$ cat src/rtl/level_loader_pipelined_if.sv
// Bus between the game-control FSM / level ROM side and the grid loader.
interface level_loader_pipelined_if #(
    parameter int X_BITS     = 6,
    parameter int Y_BITS     = 5,
    parameter int CELL_BITS  = 3,
    parameter int LEVEL_BITS = 2
);
    logic                        start;
    logic                        mode;
    logic [LEVEL_BITS-1:0]       level;
    logic [CELL_BITS-1:0]        fill_value;
    logic                        abort;
    logic                        busy;
    logic                        done;
    logic [LEVEL_BITS-1:0]       rom_level;
    logic [X_BITS-1:0]           rom_x;
    logic [Y_BITS-1:0]           rom_y;
    logic [CELL_BITS-1:0]        rom_data;
    logic [X_BITS-1:0]           grid_x;
    logic [Y_BITS-1:0]           grid_y;
    logic [CELL_BITS-1:0]        grid_in;
    logic                        grid_write;
    logic [X_BITS+Y_BITS:0]      wall_count;

    // Controller/ROM side
    modport master (
        output start, mode, level, fill_value, abort, rom_data,
        input  busy, done, rom_level, rom_x, rom_y,
               grid_x, grid_y, grid_in, grid_write, wall_count
    );

    // Loader side
    modport slave (
        input  start, mode, level, fill_value, abort, rom_data,
        output busy, done, rom_level, rom_x, rom_y,
               grid_x, grid_y, grid_in, grid_write, wall_count
    );
endinterface

$ cat src/rtl/level_loader_pipelined.sv
// Grid loader: streams GRID_W x GRID_H cells into the grid RAM, one write per
// cycle, from a fixed-latency level ROM (LOAD) or a constant (FILL), and counts
// the non-zero (wall) cells written.
module level_loader_pipelined #(
    parameter int GRID_W      = 40,
    parameter int GRID_H      = 30,
    parameter int X_BITS      = 6,
    parameter int Y_BITS      = 5,
    parameter int CELL_BITS   = 3,
    parameter int LEVEL_BITS  = 2,
    parameter int ROM_LATENCY = 1
) (
    input  logic                    clock,
    input  logic                    resetn,
    level_loader_pipelined_if.slave bus
);
    localparam logic [1:0] S_IDLE  = 2'd0;
    localparam logic [1:0] S_ISSUE = 2'd1;
    localparam logic [1:0] S_DRAIN = 2'd2;
    localparam logic [1:0] S_DONE  = 2'd3;

    localparam int                WC_BITS = X_BITS + Y_BITS + 1;
    localparam logic [X_BITS-1:0] X_LAST  = X_BITS'(GRID_W - 1);
    localparam logic [Y_BITS-1:0] Y_LAST  = Y_BITS'(GRID_H - 1);

    logic [1:0]                              r_state;
    logic                                    r_mode;
    logic [LEVEL_BITS-1:0]                   r_level;
    logic [CELL_BITS-1:0]                    r_fill;
    logic [X_BITS-1:0]                       r_x;
    logic [Y_BITS-1:0]                       r_y;
    logic [ROM_LATENCY-1:0]                  r_vld_pipe;
    logic [ROM_LATENCY-1:0][X_BITS-1:0]      r_x_pipe;
    logic [ROM_LATENCY-1:0][Y_BITS-1:0]      r_y_pipe;
    logic [X_BITS-1:0]                       r_grid_x;
    logic [Y_BITS-1:0]                       r_grid_y;
    logic [CELL_BITS-1:0]                    r_grid_in;
    logic                                    r_grid_write;
    logic [WC_BITS-1:0]                      r_wall;

    logic                  w_accept;
    logic                  w_issue;
    logic                  w_last_cell;
    logic                  w_abort;
    logic                  w_exit_vld;
    logic                  w_pipe_empty;
    logic [CELL_BITS-1:0]  w_cell;

    assign w_accept     = (r_state == S_IDLE) && bus.start;
    assign w_issue      = (r_state == S_ISSUE);
    assign w_last_cell  = (r_x == X_LAST) && (r_y == Y_LAST);
    // abort only matters while cells are still in flight
    assign w_abort      = bus.abort && ((r_state == S_ISSUE) || (r_state == S_DRAIN));
    assign w_exit_vld   = r_vld_pipe[ROM_LATENCY-1];
    assign w_pipe_empty = ~|r_vld_pipe;
    // rom_data lines up with the entry leaving the pipe this cycle
    assign w_cell       = r_mode ? r_fill : bus.rom_data;

    // Control FSM: IDLE -> ISSUE -> DRAIN -> DONE -> IDLE, abort returns to IDLE
    always_ff @(posedge clock) begin
        if (!resetn) begin
            r_state <= S_IDLE;
        end else begin
            case (r_state)
                S_IDLE:  if (bus.start) r_state <= S_ISSUE;
                S_ISSUE: begin
                    if (bus.abort)       r_state <= S_IDLE;
                    else if (w_last_cell) r_state <= S_DRAIN;
                end
                // empty pipe in DRAIN means the final write is on the bus now
                S_DRAIN: begin
                    if (bus.abort)        r_state <= S_IDLE;
                    else if (w_pipe_empty) r_state <= S_DONE;
                end
                default: r_state <= S_IDLE;
            endcase
        end
    end

    // Latch load settings at start and walk the row-major address counter
    always_ff @(posedge clock) begin
        if (!resetn) begin
            r_mode  <= 1'b0;
            r_level <= '0;
            r_fill  <= '0;
            r_x     <= '0;
            r_y     <= '0;
        end else if (w_accept) begin
            r_mode  <= bus.mode;
            r_level <= bus.level;
            r_fill  <= bus.fill_value;
            r_x     <= '0;
            r_y     <= '0;
        end else if (w_issue && !w_last_cell) begin
            if (r_x == X_LAST) begin
                r_x <= '0;
                r_y <= r_y + 1'b1;
            end else begin
                r_x <= r_x + 1'b1;
            end
        end
    end

    // Carry {valid,x,y} alongside the ROM access; same depth in FILL mode
    always_ff @(posedge clock) begin
        if (!resetn) begin
            r_vld_pipe <= '0;
            r_x_pipe   <= '0;
            r_y_pipe   <= '0;
        end else begin
            r_vld_pipe[0] <= w_issue;
            r_x_pipe[0]   <= r_x;
            r_y_pipe[0]   <= r_y;
            for (int i = 1; i < ROM_LATENCY; i++) begin
                r_vld_pipe[i] <= r_vld_pipe[i-1];
                r_x_pipe[i]   <= r_x_pipe[i-1];
                r_y_pipe[i]   <= r_y_pipe[i-1];
            end
            if (w_abort) r_vld_pipe <= '0;
        end
    end

    // Register the grid write port and count non-zero cells written
    always_ff @(posedge clock) begin
        if (!resetn) begin
            r_grid_x     <= '0;
            r_grid_y     <= '0;
            r_grid_in    <= '0;
            r_grid_write <= 1'b0;
            r_wall       <= '0;
        end else begin
            r_grid_write <= 1'b0;
            if (w_accept) begin
                r_wall <= '0;
            end else if (w_exit_vld && !w_abort) begin
                r_grid_x     <= r_x_pipe[ROM_LATENCY-1];
                r_grid_y     <= r_y_pipe[ROM_LATENCY-1];
                r_grid_in    <= w_cell;
                r_grid_write <= 1'b1;
                if (w_cell != '0) r_wall <= r_wall + 1'b1;
            end
        end
    end

    assign bus.busy       = (r_state != S_IDLE);
    assign bus.done       = (r_state == S_DONE);
    assign bus.rom_level  = r_level;
    assign bus.rom_x      = r_x;
    assign bus.rom_y      = r_y;
    assign bus.grid_x     = r_grid_x;
    assign bus.grid_y     = r_grid_y;
    assign bus.grid_in    = r_grid_in;
    assign bus.grid_write = r_grid_write;
    assign bus.wall_count = r_wall;
endmodule
$ cat src/flat_wrapper.sv
// flat-port wrapper written by rule: the top's interface ports become plain ports
module level_loader_pipelined_flat 
#(
    parameter int GRID_W      = 40,
    parameter int GRID_H      = 30,
    parameter int X_BITS      = 6,
    parameter int Y_BITS      = 5,
    parameter int CELL_BITS   = 3,
    parameter int LEVEL_BITS  = 2,
    parameter int ROM_LATENCY = 1
)
  (clock, resetn, bus_start, bus_mode, bus_level, bus_fill_value, bus_abort, bus_rom_data, bus_busy, bus_done, bus_rom_level, bus_rom_x, bus_rom_y, bus_grid_x, bus_grid_y, bus_grid_in, bus_grid_write, bus_wall_count);
  level_loader_pipelined_if #(.X_BITS(X_BITS), .Y_BITS(Y_BITS), .CELL_BITS(CELL_BITS), .LEVEL_BITS(LEVEL_BITS)) bus_i ();
  input  logic clock;
  input  logic resetn;
  input wire logic [$bits(bus_i.start)-1:0] bus_start;
  input wire logic [$bits(bus_i.mode)-1:0] bus_mode;
  input wire logic [$bits(bus_i.level)-1:0] bus_level;
  input wire logic [$bits(bus_i.fill_value)-1:0] bus_fill_value;
  input wire logic [$bits(bus_i.abort)-1:0] bus_abort;
  input wire logic [$bits(bus_i.rom_data)-1:0] bus_rom_data;
  output wire logic [$bits(bus_i.busy)-1:0] bus_busy;
  output wire logic [$bits(bus_i.done)-1:0] bus_done;
  output wire logic [$bits(bus_i.rom_level)-1:0] bus_rom_level;
  output wire logic [$bits(bus_i.rom_x)-1:0] bus_rom_x;
  output wire logic [$bits(bus_i.rom_y)-1:0] bus_rom_y;
  output wire logic [$bits(bus_i.grid_x)-1:0] bus_grid_x;
  output wire logic [$bits(bus_i.grid_y)-1:0] bus_grid_y;
  output wire logic [$bits(bus_i.grid_in)-1:0] bus_grid_in;
  output wire logic [$bits(bus_i.grid_write)-1:0] bus_grid_write;
  output wire logic [$bits(bus_i.wall_count)-1:0] bus_wall_count;
  assign bus_i.start = bus_start;
  assign bus_i.mode = bus_mode;
  assign bus_i.level = bus_level;
  assign bus_i.fill_value = bus_fill_value;
  assign bus_i.abort = bus_abort;
  assign bus_i.rom_data = bus_rom_data;
  assign bus_busy = bus_i.busy;
  assign bus_done = bus_i.done;
  assign bus_rom_level = bus_i.rom_level;
  assign bus_rom_x = bus_i.rom_x;
  assign bus_rom_y = bus_i.rom_y;
  assign bus_grid_x = bus_i.grid_x;
  assign bus_grid_y = bus_i.grid_y;
  assign bus_grid_in = bus_i.grid_in;
  assign bus_grid_write = bus_i.grid_write;
  assign bus_wall_count = bus_i.wall_count;
  level_loader_pipelined #(.GRID_W(GRID_W), .GRID_H(GRID_H), .X_BITS(X_BITS), .Y_BITS(Y_BITS), .CELL_BITS(CELL_BITS), .LEVEL_BITS(LEVEL_BITS), .ROM_LATENCY(ROM_LATENCY)) u_core (.clock(clock), .resetn(resetn), .bus(bus_i));
endmodule
$ cat config.mk
export PLATFORM = sky130hd
export DESIGN_NAME = level_loader_pipelined_flat
export DESIGN_NICKNAME = d
export VERILOG_FILES = /design/src/rtl/level_loader_pipelined_if.sv /design/src/rtl/level_loader_pipelined.sv /design/src/flat_wrapper.sv
export SDC_FILE = /design/constraint.sdc
export NUM_CORES = 1
export LEC_CHECK = 0
export ABC_AREA = 0
export CORE_MARGIN = 1.5
export CORE_UTILIZATION = 50
export CTS_CLUSTER_DIAMETER = 150
export CTS_CLUSTER_SIZE = 12
export DETAILED_ROUTE_END_ITERATION = 8
export DONT_BUFFER_PORTS = 1
export PLACE_DENSITY = 0.7
export SYNTH_ARGS = -nofsm -noshare
export SYNTH_HDL_FRONTEND = slang
export SYNTH_SLANG_ARGS = --single-unit
$ cat constraint.sdc
create_clock -name clock -period 6.14 [get_ports clock]
set_input_delay 0.614 -clock clock [delete_from_list [all_inputs] [get_ports clock]]
set_output_delay 0.614 -clock clock [all_outputs]
set_load 0.01 [all_outputs]
# Yosys cells after proc, flatten, opt, wreduce, memory -nomap -nowiden

Index checks and enable logic that the tools add are counted.

Bitwise logic cells: 2
Mux-type cells: 9
Reductions and logical operators: 17
Eq/ne operators: 8
Add/sub/neg operators: 3

Operator list:

| kind                                                             | count |
|---|---|
| 12-bit by 1-bit adder with 12-bit output (second input constant) | 1 |
| 2-bit 2-to-1 mux                                                 | 5 |
| 6-bit by 1-bit adder with 6-bit output (second input constant)   | 1 |
| 6-bit == test (second input constant)                            | 1 |
| 6-bit 2-to-1 mux                                                 | 1 |
| 3-bit != test (second input constant)                            | 2 |
| 2-bit one-hot mux with 3 select lines                            | 1 |
| 2-bit AND reduction                                              | 3 |
| 5-bit by 1-bit adder with 5-bit output (second input constant)   | 1 |
| 5-bit == test (second input constant)                            | 1 |
| 1-bit logical AND                                                | 5 |
| 2-bit == test (second input constant)                            | 2 |
| 2-bit OR reduction                                               | 2 |
| 3-bit 2-to-1 mux                                                 | 1 |
| 3-bit AND reduction                                              | 1 |
| 3-bit nonzero test                                               | 1 |
| 2-bit by 1-bit == test with 1-bit output (second input constant) | 1 |
| 1-bit zero test                                                  | 2 |
| 2-bit zero test                                                  | 1 |
| 2-bit != test (second input constant)                            | 1 |
| 1-bit NOT                                                        | 2 |
| 2-bit nonzero test                                               | 1 |
| 1-bit logical OR                                                 | 1 |
| 1-bit 2-to-1 mux                                                 | 1 |

Output and inout bits: 42
Register bits: 58
Word-level logic and storage cells: 53

# Depth between registers and ports, before layout

Gate-level depths: netlist of the first run.

Depth in word-level cells: 6
Depth in mapped cells: 7

# Worst setup path after synthesis of the first run

OpenSTA, ideal clock, no wires.

Path kind: register to register
Start point: register u_core.r_state[0]
End point: register u_core.r_wall[11] (netlist: u_core.bus.wall_count[11])
Required time: 6069 ps
Data arrival time: 2190 ps
Cell stages (with the launch flop): 8
Period minus slack after synthesis: 2261 ps
Slack: 3879 ps
Path through: dfxtp_1 > inv_1 > ha_1 > a21bo_2 > or4_1 > buf_2 > or4_1 > a21oi_1

Longest elaborated chain between the ends: 6
Elaborated cells on any way between the ends: 10
Classes of those cells: 2 x eq/ne; 8 x reduce/logical

RTL lines:

| item                                                                      | RTL line                      | text |
|---|---|---|
| start, declared                                                           | level_loader_pipelined.sv:26  | `logic [1:0] r_state;` |
| start signal, assigned                                                    | level_loader_pipelined.sv:62  | `r_state <= S_IDLE;` |
| start signal, assigned                                                    | level_loader_pipelined.sv:65  | `S_IDLE: if (bus.start) r_state <= S_ISSUE;` |
| start signal, assigned                                                    | level_loader_pipelined.sv:67  | `if (bus.abort) r_state <= S_IDLE;` |
| 2-bit by 1-bit == test with 1-bit output or 2-bit == test (tied branches) | level_loader_pipelined.sv:53  | `assign w_abort = bus.abort && ((r_state == S_ISSUE) \|\| (r_state == S_DRAIN));` |
| 1-bit logical OR                                                          | level_loader_pipelined.sv:53  |  |
| 1-bit logical AND                                                         | level_loader_pipelined.sv:53  |  |
| 1-bit zero test                                                           | level_loader_pipelined.sv:135 | `end else if (w_exit_vld && !w_abort) begin` |
| 1-bit logical AND                                                         | level_loader_pipelined.sv:135 |  |
| 2-bit AND reduction (no line)                                             | --                            |  |
| end signal, assigned                                                      | level_loader_pipelined.sv:140 | `if (w_cell != '0) r_wall <= r_wall + 1'b1;` |
| end, declared                                                             | level_loader_pipelined.sv:39  | `logic [WC_BITS-1:0] r_wall;` |

Parallel ways exist; a longest one is shown, timed or not.
A chain may end at the register's enable or synchronous reset.

# Final worst setup path of the first run

Ends and elaborated chain as after synthesis.

==> flow_summary.yaml, run 1 <==
synth:
  syn_area_um2: 2360
  ys_seq_elements: 58
  synth_cells: 270
  synth-edff-count: 0
  ys_seq_area_share_pct: 49.3
  ys.warnings.count: 0
  syn_nets: 291
  synth_flop_cell: "dfxtp_1"
  syn_avg_cell_area_um2: 8.73
  async_flop_share_pct: 0
  synth_cell_types: 35
setup_path:
  cp_data_arrival_time_ns: 2.70
  worst_path_largest_cell_delay_ns: 0.69
  cpMostUsedCell: "or4_1"
  critPathMaxFanout: 9
  crit_path_top_delay_cell: "or4_1"
  crit_chain: "inv_1 > ha_1 > a21bo_2 > or4_1 > or4_1 > a21oi_1"
  critPathRequiredTime_ns: 6.40
  crit_type: "flip-flop to flip-flop"
  reg2reg_depth: 6
  critPathCaptureType: "flip-flop"
  critPathLaunchType: "flip-flop"
place:
  placed_area_um2: 2380
  io_buffers: 0
  dp_hpwl_um: 3220
  gp_congestion: 0.797
die:
  io_pins: 55
  die_area_um2: 5130
  die_w_um: 71.6
  fp-row-count: 24
  core_area_um2: 4440
  start_util_pct: 53.0
  die_y_um: 71.6
flow_run:
  cap_violations: 0
detailed_routing:
  via_per_inst: 5.63
  wl_um: 4670
  dr_total_vias: 1836
  ant_nets: 0
  drc: 2
  dr.pass1.iters: 6
  drt_iter0_drc: 61
  avgRoutedWirePerCell_um: 14.3
cells_and_area:
  stdcell_area_um2: 2640
  final_common_cell: "dfxtp_1"
  area_delta_synth_final_pct: 12.2
  drive_gt1_share_pct: 6.20
  n_antenna_cell: 0
  nNetsFinal: 290
  final_cell_mix: "dfxtp_1, nand2_1, a21oi_1"
clock_network:
  cts_setup_buffers: 0
  cts_sinks: 58
  cts_max_level: 3
  clockBufferDepth: 2
  cts_root_buf: "clkbuf_8"
  cts_buffers: 9
  ctsResizeCount: 0
  clkTransAtPathRegs_ns: 0.06
  clock_latency_ns: 0.34
  cts_hold_buf: 0
  cts_tree: "yes"
timing:
  timing.fmax_ghz: 0.410
  tightest_slew_ns: 0.739
  finalSetupTns_ns: 0
  hold_slack_ns: 0.377
  drv_slew: 0
  skew_ns: 0.00597
  final-setup-viol-count: 0
  finalHoldViolations: 0
  period_needed_ns: 2.44
  rsz0062_at_grt: "false"
  finalCritPeriodShare_pct: 39.7
  maxSlewHeadroom_pct: 50.7
power:
  pwr_density_cell_nw_per_um2: 393
  max-vdd-ir-drop_mv: 0.182
  finalPower_mw: 1.04
  leakage_nw: 0.942
global_route:
  grt_pass1_vias: 1750
  grt_pass1_wl_um: 7980
  track_usage_pct: 20.1
  antenna_found_initial: 0
  grt_max_degree: 26
  overflow: 0
worst_hold_path:
  holdPathStages: 1
  hp-class: "input port to flip-flop"
outcome:
  violations: "DRC"
  outcome: "complete, but fails checks"
==> final cells by class <==
cell class	instances	area, um2
timing repair buffer	1	7.51
tap	52	65.1
fill	400	1800
clock buffer	11	141
clock inverter	5	125
multi-input combinational	187	1100
inverter	12	45.0
sequential	58	1160
==> flip-flops by register name, summed over array words and instances (netlist names) <==
signal,cells
u_core.r_mode,1
u_core.r_y_pipe,5
u_core.bus.wall_count,12
u_core.bus.grid_in,3
u_core.bus.rom_x,6
u_core.bus.grid_y,5
u_core.bus.rom_y,5
u_core.bus.grid_x,6
u_core.r_vld_pipe,1
u_core.bus.rom_level,2
u_core.bus.grid_write,1
u_core.r_x_pipe,6
u_core.r_fill,3
u_core.r_state,2
==> cells by family (layout without fill, tap and decap cells) <==
group           after synthesis  in the layout  synth area share (%)
flops                        58             58                  49.3
compound gates               57             57                  14.0
xor+xnor                      7              7                  2.60
simple gates                109            109                  23.3
fa+ha+maj                     8              8                  4.25
mux                           6              6                  2.55
buf+inv                      25             29                  4.09
==> through the flow <==
| step | setup slack (ns) | std cells | utilization, % |
|---|---|---|---|
| global route | 3.58 | 326 | 59.5 |
| global placement | 3.78 | 310 | 53.5 |
| floorplan | 3.88 | 270 | - |
| detailed placement | 3.73 | 310 | 53.5 |
| CTS | 3.70 | 326 | 59.5 |
| finish | 3.70 | 326 | 59.5 |
==> power breakdown <==
| part | total [mW] | leakage, nW | switching [mW] | internal, mW |
|---|---|---|---|---|
| registers | 0.425 | 0.469 | 0.0253 | 0.399 |
| logic | 0.144 | 0.339 | 0.0939 | 0.0503 |
| clock network | 0.471 | 0.134 | 0.150 | 0.321 |
==> synthesized netlist by cell type (3+ instances only) <==
cell / instances / area, um2
inv_1: 12 / 45.0
xnor2_1: 4 / 35.0
nand3_1: 10 / 50.1
or3_1: 11 / 68.8
o31ai_1: 3 / 22.5
ha_1: 8 / 100
o21ai_0: 10 / 50.1
a211oi_1: 4 / 30.0
xor2_1: 3 / 26.3
clkbuf_1: 10 / 37.5
and2_1: 10 / 62.6
dfxtp_1: 58 / 1160
mux2i_1: 6 / 60.1
a21oi_1: 33 / 165
nor2_1: 17 / 63.8
or4_1: 4 / 30.0
nand2_1: 38 / 143
nand4_1: 6 / 37.5
==> critical path, delay by kind of cell, from the launching register on <==
kind | cells | cell delay, ns
and+or+nand+nor | 2 | 1.20
DFF | 1 | 0.39
AOI/OAI and AO/OA | 2 | 0.39
adders and majority gates | 1 | 0.30
buffers and inverters | 1 | 0.08
==> worst paths after layout <==
kind / startpoint / end / slack, ns
max: u_core.r_state[0] / u_core.bus.wall_count[11] / 3.70
min: bus_abort / u_core.r_vld_pipe / 0.38
max reg2reg: u_core.r_state[0] / u_core.bus.wall_count[11] / 3.70
min reg2reg: u_core.r_x_pipe[4] / u_core.bus.grid_x[4] / 0.43
==> metal layers <==
metal  GRT usage (%)  part of all wire [%]
met4            10.1                   2.1
met2            32.1                    46
met1            23.4                    45
met3            8.02                   7.1
met5               0                     0
No activity file was read; power rests on OpenSTA's default activity.
==> inputs of run 2 (changes only) <==
PLACE_DENSITY = 0.73   (was 0.7)
clock period = 2.01 ns   (was 6.14 ns; I/O delays follow)
==> run 2 against run 1 <==
  * Flip-flop and latch count unchanged
  * Largest power group is now registers
  * Utilization up 4.2 points
  * The run still ends with DRC left
  * Critical path type unchanged
  * Worst hold slack got worse by 0.36 ns
==> flow_summary.yaml, run 2 (same netlist as run 1, synthesis figures left out) <==
outcome:
  outcome: "complete, but fails checks"
  violations: "DRC"
die:
  die_y_um: 71.6
  die_w_um: 71.6
  io_pins: 55
  fp-row-count: 24
  die_area_um2: 5130
  start_util_pct: 53.0
  core_area_um2: 4440
global_route:
  track_usage_pct: 20.6
  grt_pass1_wl_um: 8200
  grt_pass1_vias: 1836
  overflow: 0
  grt_max_degree: 22
  antenna_found_initial: 0
setup_path:
  crit_chain: "inv_2 > ha_4 > a21bo_2 > or4_4 > buf_6 > or3_4 > a21oi_2"
  crit_path_top_delay_cell: "or4_4"
  cp_data_arrival_time_ns: 2.24
  r2r-start: "u_core.r_state[1]"
  critPathLaunchType: "flip-flop"
  path_buf_inv: 2
  crit_type: "flip-flop to flip-flop"
  critPathRequiredTime_ns: 2.28
  cp.depth: 7
  reg2reg_depth: 7
  worst_path_largest_cell_delay_ns: 0.45
  critPathMaxFanout: 7
  cpLargestDelayFamily: "simple AND/OR/NAND/NOR gates"
  r2r-end: "u_core.bus.wall_count[9]"
  critPathCaptureType: "flip-flop"
  rrSetupSlack_ns: 0.04
detailed_routing:
  dr_total_vias: 1930
  via_per_inst: 5.55
  wl_um: 5010
  dr.pass1.iters: 6
  drc: 2
  drt_iter0_drc: 104
  avgRoutedWirePerCell_um: 14.4
  ant_nets: 0
clock_network:
  cts_sinks: 58
  cts_buffers: 9
  clkTransAtPathRegs_ns: 0.06
  cts_max_level: 3
  clockBufferDepth: 2
  clock_latency_ns: 0.34
  cts_root_buf: "clkbuf_8"
  cts_tree: "yes"
place:
  io_buffers: 0
  gp_congestion: 0.863
  dp_hpwl_um: 3370
timing:
  finalCritPeriodShare_pct: 97.9
  timing.fmax_ghz: 0.508
  drv_slew: 0
  finalHoldViolations: 0
  period_needed_ns: 1.97
  rsz0062_at_grt: "true"
  finalSetupTns_ns: 0
  tightest_slew_ns: 0.820
  skew_ns: 0.00755
  final-setup-viol-count: 0
  maxSlewHeadroom_pct: 44.6
  hold_slack_ns: 0.0129
flow_run:
  cap_violations: 0
cells_and_area:
  area_delta_synth_final_pct: 20.1
  largest_reg_flops: 12
  final_common_cell: "dfxtp_1"
  n_antenna_cell: 0
  final_cell_mix: "dfxtp_1, nand2_1, a21oi_1"
  drive_gt1_share_pct: 16.9
  nNetsFinal: 312
worst_hold_path:
  whs_endpoint: "u_core.r_fill[1]"
  hp-start: "bus_fill_value[1]"
  holdPathStages: 2
  hp-class: "input port to flip-flop"
power:
  intPower_mw: 2.16
  max-vdd-ir-drop_mv: 0.667
  leakage_nw: 1.03
  power_frac_comb_pct: 18.8
  p_switching_mw: 0.878
  seqPwrFrac_pct: 41.9
  pwr-share-clk_pct: 39.3
  pwr_density_cell_nw_per_um2: 1070
  p_sw_share_pct: 28.9
[run 2: cell count changes in the layout (fill, tap and decap cells not counted), sizes merged]
cell	delta
buf	+20
bufinv	-2
clkbuf	-2
clkinv	+1
clkinvlp	+2
dlygate4sd3	+2
inv	+1
[run 2: worst register-to-register path, cell delays in order (launching register included)]
cell and delay, ns:
dfxtp_2 0.33, inv_2 0.05, ha_4 0.23, a21bo_2 0.20
or4_4 0.45, buf_6 0.15, or3_4 0.36, a21oi_2 0.14
[run 2: power by group through the flow]
stage | combinational (mW) | sequential (mW) | clock [mW]
4_1_cts | 0.572 | 1.27 | 1.21
3_3_place_gp | 0.554 | 1.30 | 0
3_5_place_dp | 0.562 | 1.30 | 0
2_1_floorplan | 0.387 | 1.30 | 0
5_1_grt | 0.650 | 1.28 | 1.27
6_report | 0.570 | 1.27 | 1.19
[run 2: through the flow]
step	power, mW	utilization (%)	std cells	instance area (um2)	setup WS (ns)
floorplan	1.69	-	270	2380	0.000702
global placement	1.85	56.9	328	2530	0.0365
detailed placement	1.86	56.9	328	2530	-0.0322
CTS	3.05	62.6	346	2780	0.0263
global route	3.20	63.7	348	2830	-0.0279
finish	3.04	63.7	348	2830	0.0429
[run 2: layout make-up]
type | count | area, um2
clock buffer | 9 | 124
clock inverter | 7 | 101
fill | 376 | 1610
inverter | 12 | 45.0
multi-input combinational | 187 | 1150
sequential | 58 | 1160
tap | 52 | 65.1
timing repair buffer | 23 | 181
[run 2: routing by layer]
layer,vias to the layer above,GRT usage [%],wire length [um]
met5,-,0,0
met4,0,10.1,115
met3,12,9.56,353
met2,55,31.9,2380
met1,881,24.1,2160
li1,982,-,-
[run 2: what timing repair did]
action	in CTS	in global routing
hold buffers	2	0
pin swaps	0	4
endpoints found under the hold margin	12	0
gates resized for setup	2	8
buffers inserted	0	2
endpoints found under the setup margin	7	10
[run 2: how the worst max path moves through the flow]
stage / slack, ns / startpoint / end
floorplan: 0.0007 / u_core.r_state[0] / u_core.bus.wall_count[11]
global placement: 0.04 / u_core.r_state[0] / u_core.bus.wall_count[8]
detailed placement: -0.03 / u_core.r_state[0] / u_core.bus.wall_count[8]
CTS: 0.03 / u_core.r_state[0] / u_core.bus.wall_count[6]
global route: -0.03 / u_core.r_state[1] / u_core.bus.wall_count[9]
finish: 0.04 / u_core.r_state[1] / u_core.bus.wall_count[9]
